$ cat config.mk
export PLATFORM = sky130hd
export DESIGN_NAME = wrr_fifo_arbiter
export DESIGN_NICKNAME = d
export VERILOG_FILES = /design/src/rtl/wrr_fifo_arbiter.sv
export SDC_FILE = /design/constraint.sdc
export NUM_CORES = 1
export LEC_CHECK = 0
export CAP_MARGIN = 15
export CORE_MARGIN = 2
export CORE_UTILIZATION = 42
export CTS_CLUSTER_DIAMETER = 60
export DETAILED_ROUTE_END_ITERATION = 8
export GPL_TIMING_DRIVEN = 1
export PLACE_DENSITY = 0.85
export SLEW_MARGIN = 30
export SYNTH_ARGS = -nofsm -noshare
export SYNTH_HDL_FRONTEND = slang
export SYNTH_SLANG_ARGS = --single-unit
$ cat constraint.sdc
create_clock -name clk -period 2.9 [get_ports clk]
set_input_delay 0.29 -clock clk [delete_from_list [all_inputs] [get_ports clk]]
set_output_delay 0.29 -clock clk [all_outputs]
set_load 0.05 [all_outputs]
$ cat src/rtl/wrr_fifo_arbiter.sv
// ---------------------------------------------------------------------------
// wrr_fifo_arbiter: weighted round-robin / fixed-priority source FIFO arbiter
// with per-destination backpressure.                          Revision: 1.0
// ---------------------------------------------------------------------------
`default_nettype none

module wrr_fifo_arbiter #(
  parameter int                    N_CH    = 4,
  parameter int                    DEST_W  = 2,
  parameter int                    WGT_W   = 3,
  parameter logic [N_CH*WGT_W-1:0] WEIGHTS = {3'd1, 3'd2, 3'd3, 3'd4}
) (
  input  logic                   clk,
  input  logic                   reset,
  input  logic                   enable,
  input  logic                   mode,
  input  logic [N_CH-1:0]        fifo_empty,
  input  logic [N_CH-1:0]        almost_full,
  input  logic [N_CH*DEST_W-1:0] dest,
  output logic [N_CH-1:0]        pops,
  output logic [N_CH-1:0]        push,
  output logic                   grant_vld,
  output logic [DEST_W-1:0]      grant_ch
);

  logic [N_CH-1:0]   elig;
  logic [DEST_W-1:0] ptr, ptr_nxt, sel, idx;
  logic [WGT_W-1:0]  credit, credit_nxt, wgt_sel;
  logic [DEST_W-1:0] dest_sel;
  logic              found;

  // A source is eligible only if it has data, its own target has room and it has a weight.
  for (genvar i = 0; i < N_CH; i++) begin : g_elig
    assign elig[i] = !fifo_empty[i]
                   && !almost_full[dest[i*DEST_W +: DEST_W]]
                   && (WEIGHTS[i*WGT_W +: WGT_W] != '0);
  end

  assign wgt_sel  = WEIGHTS[int'(sel)*WGT_W +: WGT_W];
  assign dest_sel = dest[int'(sel)*DEST_W +: DEST_W];

  always_comb begin
    sel        = '0;
    idx        = '0;
    found      = 1'b0;
    ptr_nxt    = ptr;
    credit_nxt = credit;
    if (mode) begin
      for (int i = N_CH - 1; i >= 0; i--) begin
        if (elig[i]) begin
          sel   = DEST_W'(i);
          found = 1'b1;
        end
      end
    end else if (elig[ptr] && (credit != '0)) begin
      sel        = ptr;
      found      = 1'b1;
      credit_nxt = credit - WGT_W'(1);
    end else begin
      // Scan downward so the nearest candidate after ptr wins; k=N_CH wraps to ptr itself.
      for (int k = N_CH; k >= 1; k--) begin
        idx = ptr + DEST_W'(k);
        if (elig[idx]) begin
          sel   = idx;
          found = 1'b1;
        end
      end
      if (found) begin
        ptr_nxt    = sel;
        credit_nxt = wgt_sel - WGT_W'(1);
      end
    end
  end

  always_ff @(posedge clk) begin
    if (!reset) begin
      ptr       <= '0;
      credit    <= WEIGHTS[WGT_W-1:0];
      pops      <= '0;
      push      <= '0;
      grant_vld <= 1'b0;
      grant_ch  <= '0;
    end else if (!enable) begin
      pops      <= '0;
      push      <= '0;
      grant_vld <= 1'b0;
    end else begin
      ptr       <= ptr_nxt;
      credit    <= credit_nxt;
      grant_vld <= found;
      pops      <= found ? (N_CH'(1) << sel) : '0;
      push      <= found ? (N_CH'(1) << dest_sel) : '0;
      if (found) begin
        grant_ch <= sel;
      end
    end
  end

endmodule

`default_nettype wire
==> results.cfg, run 1 <==
[route]
firstDrtPassIters = 4
wl_per_cell_microns = 15.0
wirelength_mm = 2.92
vias = 1126
drtAntennaViolNets = 0
via_per_inst = 5.77
drc = 0
drt_iter0_drc = 18

[grt]
antenna_found_initial = 0
grt_util_met3_pct = 2.50
grt_use_met2_pct = 42.9
grt_max_degree = 10
top_usage_layer = met2
track_usage_pct = 21.0
grt_pass1_wl_mm = 4.44
grt_util_met1_pct = 20.7
globalRouteOverflowTotal = 0
grt_pass1_vias = 1083

[synth]
yosysSeqAreaShare_pct = 30.8
ys_seq_elements = 16
yosysUniqueCellTypes = 37
synth_area_sq_um = 1040
yosysWarnings = 0
synthArstFlopShare_pct = 0
postSynthAreaPerCell_sq_um = 9.38
ys.flop_type = dfxtp_1
synth_edf_count = 0
synth_nets = 133
synthCells = 111

[die]
ios = 31
die_w_microns = 53.8
die-area_sq_um = 2890
initial_core_util_pct = 43.2
fp.dieH_microns = 53.8
core_sq_um = 2410
std_cell_rows = 18

[sta]
fin_crit_ps = 2820
final_hold_viol_count = 0
max_freq_mhz = 354
slew_violations = 0
tightest_slew_ps = 503
finalSetupViolations = 0
fin_ws_ps = 76.1
skew_ps = 10.3
period_share_pct = 97.4
slew_headroom_pct = 66.4

[cts]
clk_latency_ps = 300
cts-buffers-inserted = 3
cts_tree = yes
hold_buffers = 0
cts.sinks = 16
clkTransAtPathRegs_ps = 100
htreeDepth = 1
cts_buffer_depth = 2
cts-root-buf = clkbuf_4

[place]
place.gp.congestion = 0.835
io_buffers = 30
hpwl_mm = 2.27
dp_slack_ps = -415

[critical_path]
cp.required_ps = 3100
reg2reg_slack_ps = 360
reg2reg_from = credit[2]$_SDFFE_PN1P_
crit_type = input pin to register
crit_path_start = dest[7]
arrival_ps = 3020
reg2regPathDepth = 13
rr_endpoint = credit[2]$_SDFFE_PN1P_
path_max_fanout = 4
critPathCapture = credit[2]$_SDFFE_PN1P_
cp-end-kind = register
startpoint_type = input pin

[layout]
drive_gt1_share_pct = 29.7
final_nets = 188
postLayoutCoreUtil_pct = 67.0
nFillCells = 198
diodes = 0
syn_to_final_growth_pct = 55.0

[flow_run]
drv_cap = 0

[power]
p_leak_nw = 0.719
vdd_drop_max_v = 0.000310
p_per_area_nw_per_um2 = 476

[run_status]
status = complete, no violations

[worst_hold_path]
hold_class = register to register
flip-flops by register name, indices dropped and copies added (netlist names):
| register | count |
|---|---|
| pops | 4 |
| push | 4 |
| credit | 3 |
| grant_ch | 2 |
| ptr | 2 |
| grant_vld | 1 |
stage by stage:
stage                     power, mW  hold slack, ps  area [sq um]  TNS [ps]  cells
after floorplan               0.462             352          1040         0    111
after global placement        0.585             479          1520      -689    190
after detailed placement      0.601             485          1520     -1250    190
after CTS                     0.753             515          1570         0    194
after global routing          0.804             527          1610     -7.92    195
final                         0.768             511          1610         0    195
cell usage after synthesis, types with 2 or more instances:
library cell,instances,area (sq um)
a22o_1,4,35.0
a211oi_1,3,22.5
ha_1,2,25.0
a22oi_1,4,30.0
or3_1,2,12.5
nor3_2,2,20.0
mux4_2,2,45.0
nand2_1,5,18.8
nor3_1,5,25.0
o21ai_0,3,15.0
nand3_1,2,10.0
a21oi_1,5,25.0
inv_1,5,18.8
o221ai_1,3,26.3
mux2i_1,14,140
nor2_1,11,41.3
nor2b_1,3,18.8
dfxtp_1,16,320
mux2_4,2,30.0
worst min-delay path by stage:
stage	from	end	slack, ps	cells after the start
global route	grant_ch[0]$_SDFFE_PN0P_	grant_ch[0]$_SDFFE_PN0P_	530	1
floorplan	reset	credit[2]$_SDFFE_PN1P_	350	1
global placement	grant_ch[1]$_SDFFE_PN0P_	grant_ch[1]$_SDFFE_PN0P_	480	2
detailed placement	grant_ch[1]$_SDFFE_PN0P_	grant_ch[1]$_SDFFE_PN0P_	480	2
CTS	grant_ch[1]$_SDFFE_PN0P_	grant_ch[1]$_SDFFE_PN0P_	510	2
finish	grant_ch[1]$_SDFFE_PN0P_	grant_ch[1]$_SDFFE_PN0P_	510	2
where the power goes:
part	switching [mW]	leakage (nW)	internal (mW)	total, mW
sequential	0.00862	0.130	0.235	0.244
clock	0.0740	0.0210	0.0766	0.151
combinational	0.194	0.568	0.180	0.373
critical path: stages:
cell,delay [ps]
clkdlybuf4s50_1,440
nor2b_1,170
a22o_1,210
mux4_2,510
nand2_2,100
nor2_1,50
o31a_1,260
ha_1,310
a22oi_2,60
ha_2,210
nor3_2,160
a21oi_1,60
o22ai_1,140
nand2_1,60
metal layers:
| metal | vias to the layer above | routed length (microns) |
|---|---|---|
| met5 | - | 0 |
| met4 | 0 | 54 |
| met3 | 6 | 112 |
| met2 | 43 | 1640 |
| met1 | 540 | 1110 |
| li1 | 537 | - |
what timing repair did:
action / 4_1_cts / 5_1_grt
buffers inserted: 0 / 1
setup endpoints to repair: 2 / 2
gates resized for setup: 12 / 11
pin swaps: 1 / 3
gates cloned: 0 / 0
cell usage in the layout (no fill, tap or decap), types with 3 or more instances in the layout:
master | Yosys | layout
a22oi_2 | 0 | 3
inv_1 | 5 | 5
a22o_1 | 4 | 4
nor3_2 | 2 | 3
dfxtp_1 | 16 | 16
clkdlybuf4s50_1 | 0 | 18
nand2_1 | 5 | 5
buf_4 | 0 | 22
o21ai_0 | 3 | 3
clkbuf_4 | 0 | 3
a21oi_1 | 5 | 5
nor3_1 | 5 | 4
mux2i_1 | 14 | 12
dlygate4sd2_1 | 0 | 7
nor2_1 | 11 | 11
dlymetal6s2s_1 | 0 | 5
kinds of logic (layout without fill, tap and decap cells):
kind of cell    count (synthesis)  in the layout  share of synthesized area, %
mux                            19             19                          21.8
flops                          16             16                          30.8
buf+inv                         7             61                          3.37
fa+ha+maj                       2              2                          2.40
compound gates                 31             31                          23.6
simple gates                   36             36                          18.2
layout make-up:
class	count	area (sq um)	share of cell area, %
sequential	16	320	19.8
timing repair buffer	52	469	29.1
inverter	5	18.8	1.16
multi-input combinational	88	732	45.3
clock buffer	4	36.3	2.25
tap	30	37.5	2.33
No activity file was read; power rests on OpenSTA's default activity.
==> inputs of run 2 (changes only) <==
CORE_UTILIZATION = 45   (was 42)
PLACE_DENSITY = 0.87   (was 0.85)
clock period = 2.7 ns   (was 2.9 ns; I/O delays follow)
==> run 2 against run 1 <==
  * Sequential share of layout area down 0.15 points
  * Utilization up 7.3 points
  * Power up 11%
  * Combinational power up 14%
  * Via count up 5.0%
  * Worst hold slack worse by 25 ps
  * Cell count up 1.0%
  * Setup slack worse by 35 ps
  * Largest power group unchanged
  * Critical path type unchanged
  * Non-clock buffer count up 4
  * Register-to-register slack worse by 210 ps
  * Clock-buffer cell count unchanged
==> results.cfg, run 2 (same netlist as run 1, synthesis figures left out) <==
[run_status]
status = complete, no violations

[critical_path]
crit_path_start = dest[2]
slowest_stage = mux4_2
slowest_delay_ps = 540
reg2reg_from = ptr[0]$_SDFFE_PN0P_
rr_endpoint = credit[2]$_SDFFE_PN1P_
crit_type = input pin to register
cp-end-kind = register
startpoint_type = input pin
path_max_fanout = 3
cp.required_ps = 2900
arrival_ps = 2860
reg2reg_slack_ps = 150
reg2regPathDepth = 11
cp_cell_sequence = buf_2 > mux2i_2 > a22o_1 > mux4_2 > buf_6 > nand2_2 > nor2_1 > o31a_1 > ha_1 > a22oi_2 > ha_2 > a21oi_2 > o22ai_1 > nand2_1

[cts]
clk_latency_ps = 300
cts_tree = yes
cts_buffer_depth = 2
htreeDepth = 1
cts-root-buf = clkbuf_4
clkTransAtPathRegs_ps = 100
cts.sinks = 16
cts-buffers-inserted = 3

[grt]
grt_pass1_wl_mm = 5.16
grt_pass1_vias = 1121
globalRouteOverflowTotal = 0
track_usage_pct = 25.7
grt_max_degree = 10
antenna_found_initial = 0

[sta]
fin_crit_ps = 2660
period_share_pct = 98.5
skew_ps = 0.665
finalSetupViolations = 0
holdWs_ps = 487
tightest_slew_ps = 509
max_freq_mhz = 376
slew_headroom_pct = 66.0
slew_violations = 0
final_hold_viol_count = 0

[die]
fp.dieH_microns = 52.1
ios = 31
std_cell_rows = 17
die-area_sq_um = 2710
initial_core_util_pct = 47.5
die_w_microns = 52.1
core_sq_um = 2190

[route]
firstDrtPassIters = 4
drc = 0
drt_iter0_drc = 63
vias = 1182
wirelength_mm = 3.30
drtAntennaViolNets = 0
via_per_inst = 6.00
wl_per_cell_microns = 16.7

[worst_hold_path]
min_from = dest[4]
hold_class = input pin to register
min_delay_path_depth = 4
worstHoldEndpoint = push[2]$_SDFF_PN0_

[layout]
final_cell_mix = buf_4 (26), dfxtp_1 (16), clkdlybuf4s50_1 (14)
syn_to_final_growth_pct = 56.3
drive_gt1_share_pct = 41.4
diodes = 0
top_regs = pops x4, push x4, credit x3
final_cells = 197
nFillCells = 146
final_area_sq_um = 1630
multi_input_area_sq_um = 762
final_nets = 192
final_common_cell = buf_4
seq_area_sq_um = 320

[power]
clock_power_share_pct = 19.8
p_per_area_nw_per_um2 = 526
vdd_drop_max_v = 0.000311
swShare_pct = 37.4
p_int_mw = 0.535
p_leak_nw = 0.708
p_seq_share_pct = 30.5
p_switching_mw = 0.320
p_comb_share_pct = 49.7

[place]
io_buffers = 30
placedCellCount = 187
dpl_cell_area_sq_um = 1510
place.gp.congestion = 0.901
hpwl_mm = 2.21

[flow_run]
drv_cap = 0
-- run 2: cell count changes in the layout (fill, tap and decap cells not counted), moves of 3 or more --
cell / previous run / this run
dlymetal6s2s_1: 5 / 1
a21oi_1: 5 / 2
clkdlybuf4s15_1: 0 / 3
dlygate4sd2_1: 7 / 1
a21oi_2: 0 / 3
clkbuf_2: 0 / 6
buf_4: 22 / 26
clkdlybuf4s50_1: 18 / 14
buf_2: 0 / 3
-- run 2: repair_timing --
| action | CTS | global route |
|---|---|---|
| setup buffers | 5 | 1 |
| setup endpoints to repair | 5 | 4 |
| hold buffers | 0 | 0 |
| endpoints found under the hold margin | 0 | 0 |
| resized for setup | 36 | 34 |
| pin swaps | 10 | 8 |
-- run 2: worst max-delay path: cells and delay by family --
| kind | cells | cell delay, ps |
|---|---|---|
| fa+ha+maj | 2 | 550 |
| mux | 2 | 700 |
| compound gates | 5 | 860 |
| simple gates | 3 | 170 |
| buf+inv | 2 | 290 |
-- run 2: final cells by class --
class,instances,share of cell area [%]
clock buffer,4,2.23
inverter,5,1.15
multi-input combinational,88,46.8
sequential,16,19.7
tap,28,2.15
timing repair buffer,56,27.9
-- run 2: power by group through the flow --
stage | registers [mW] | logic [mW] | clock network, mW
after global placement | 0.266 | 0.354 | 0
after detailed placement | 0.267 | 0.367 | 0
final | 0.261 | 0.425 | 0.169
after floorplan | 0.302 | 0.194 | 0
after global routing | 0.263 | 0.451 | 0.181
after CTS | 0.261 | 0.392 | 0.165
-- run 2: how the worst max path moves through the flow --
stage,end
2_1_floorplan,credit[2]$_SDFFE_PN1P_
3_3_place_gp,credit[2]$_SDFFE_PN1P_
3_5_place_dp,credit[2]$_SDFFE_PN1P_
4_1_cts,credit[2]$_SDFFE_PN1P_
5_1_grt,credit[2]$_SDFFE_PN1P_
6_report,credit[2]$_SDFFE_PN1P_
-- run 2: per-layer routing --
layer | track usage [%] | vias up | part of all wire (%)
met1 | 30.8 | 558 | 40
met4 | 8.33 | 0 | 3.1
met5 | 0 | - | 0
met3 | 3.45 | 11 | 6.5
met2 | 46.4 | 74 | 50
li1 | - | 539 | -
-- run 2: metrics by stage --
step	TNS, ps	utilization (%)	setup WS [ps]	total power, mW
floorplan	-109	-	-109	0.496
global placement	-2100	68.9	-518	0.620
detailed placement	-2710	68.9	-628	0.634
CTS	0	73.3	1.65	0.818
global route	-3.19	74.2	-3.19	0.896
finish	0	74.2	40.7	0.855
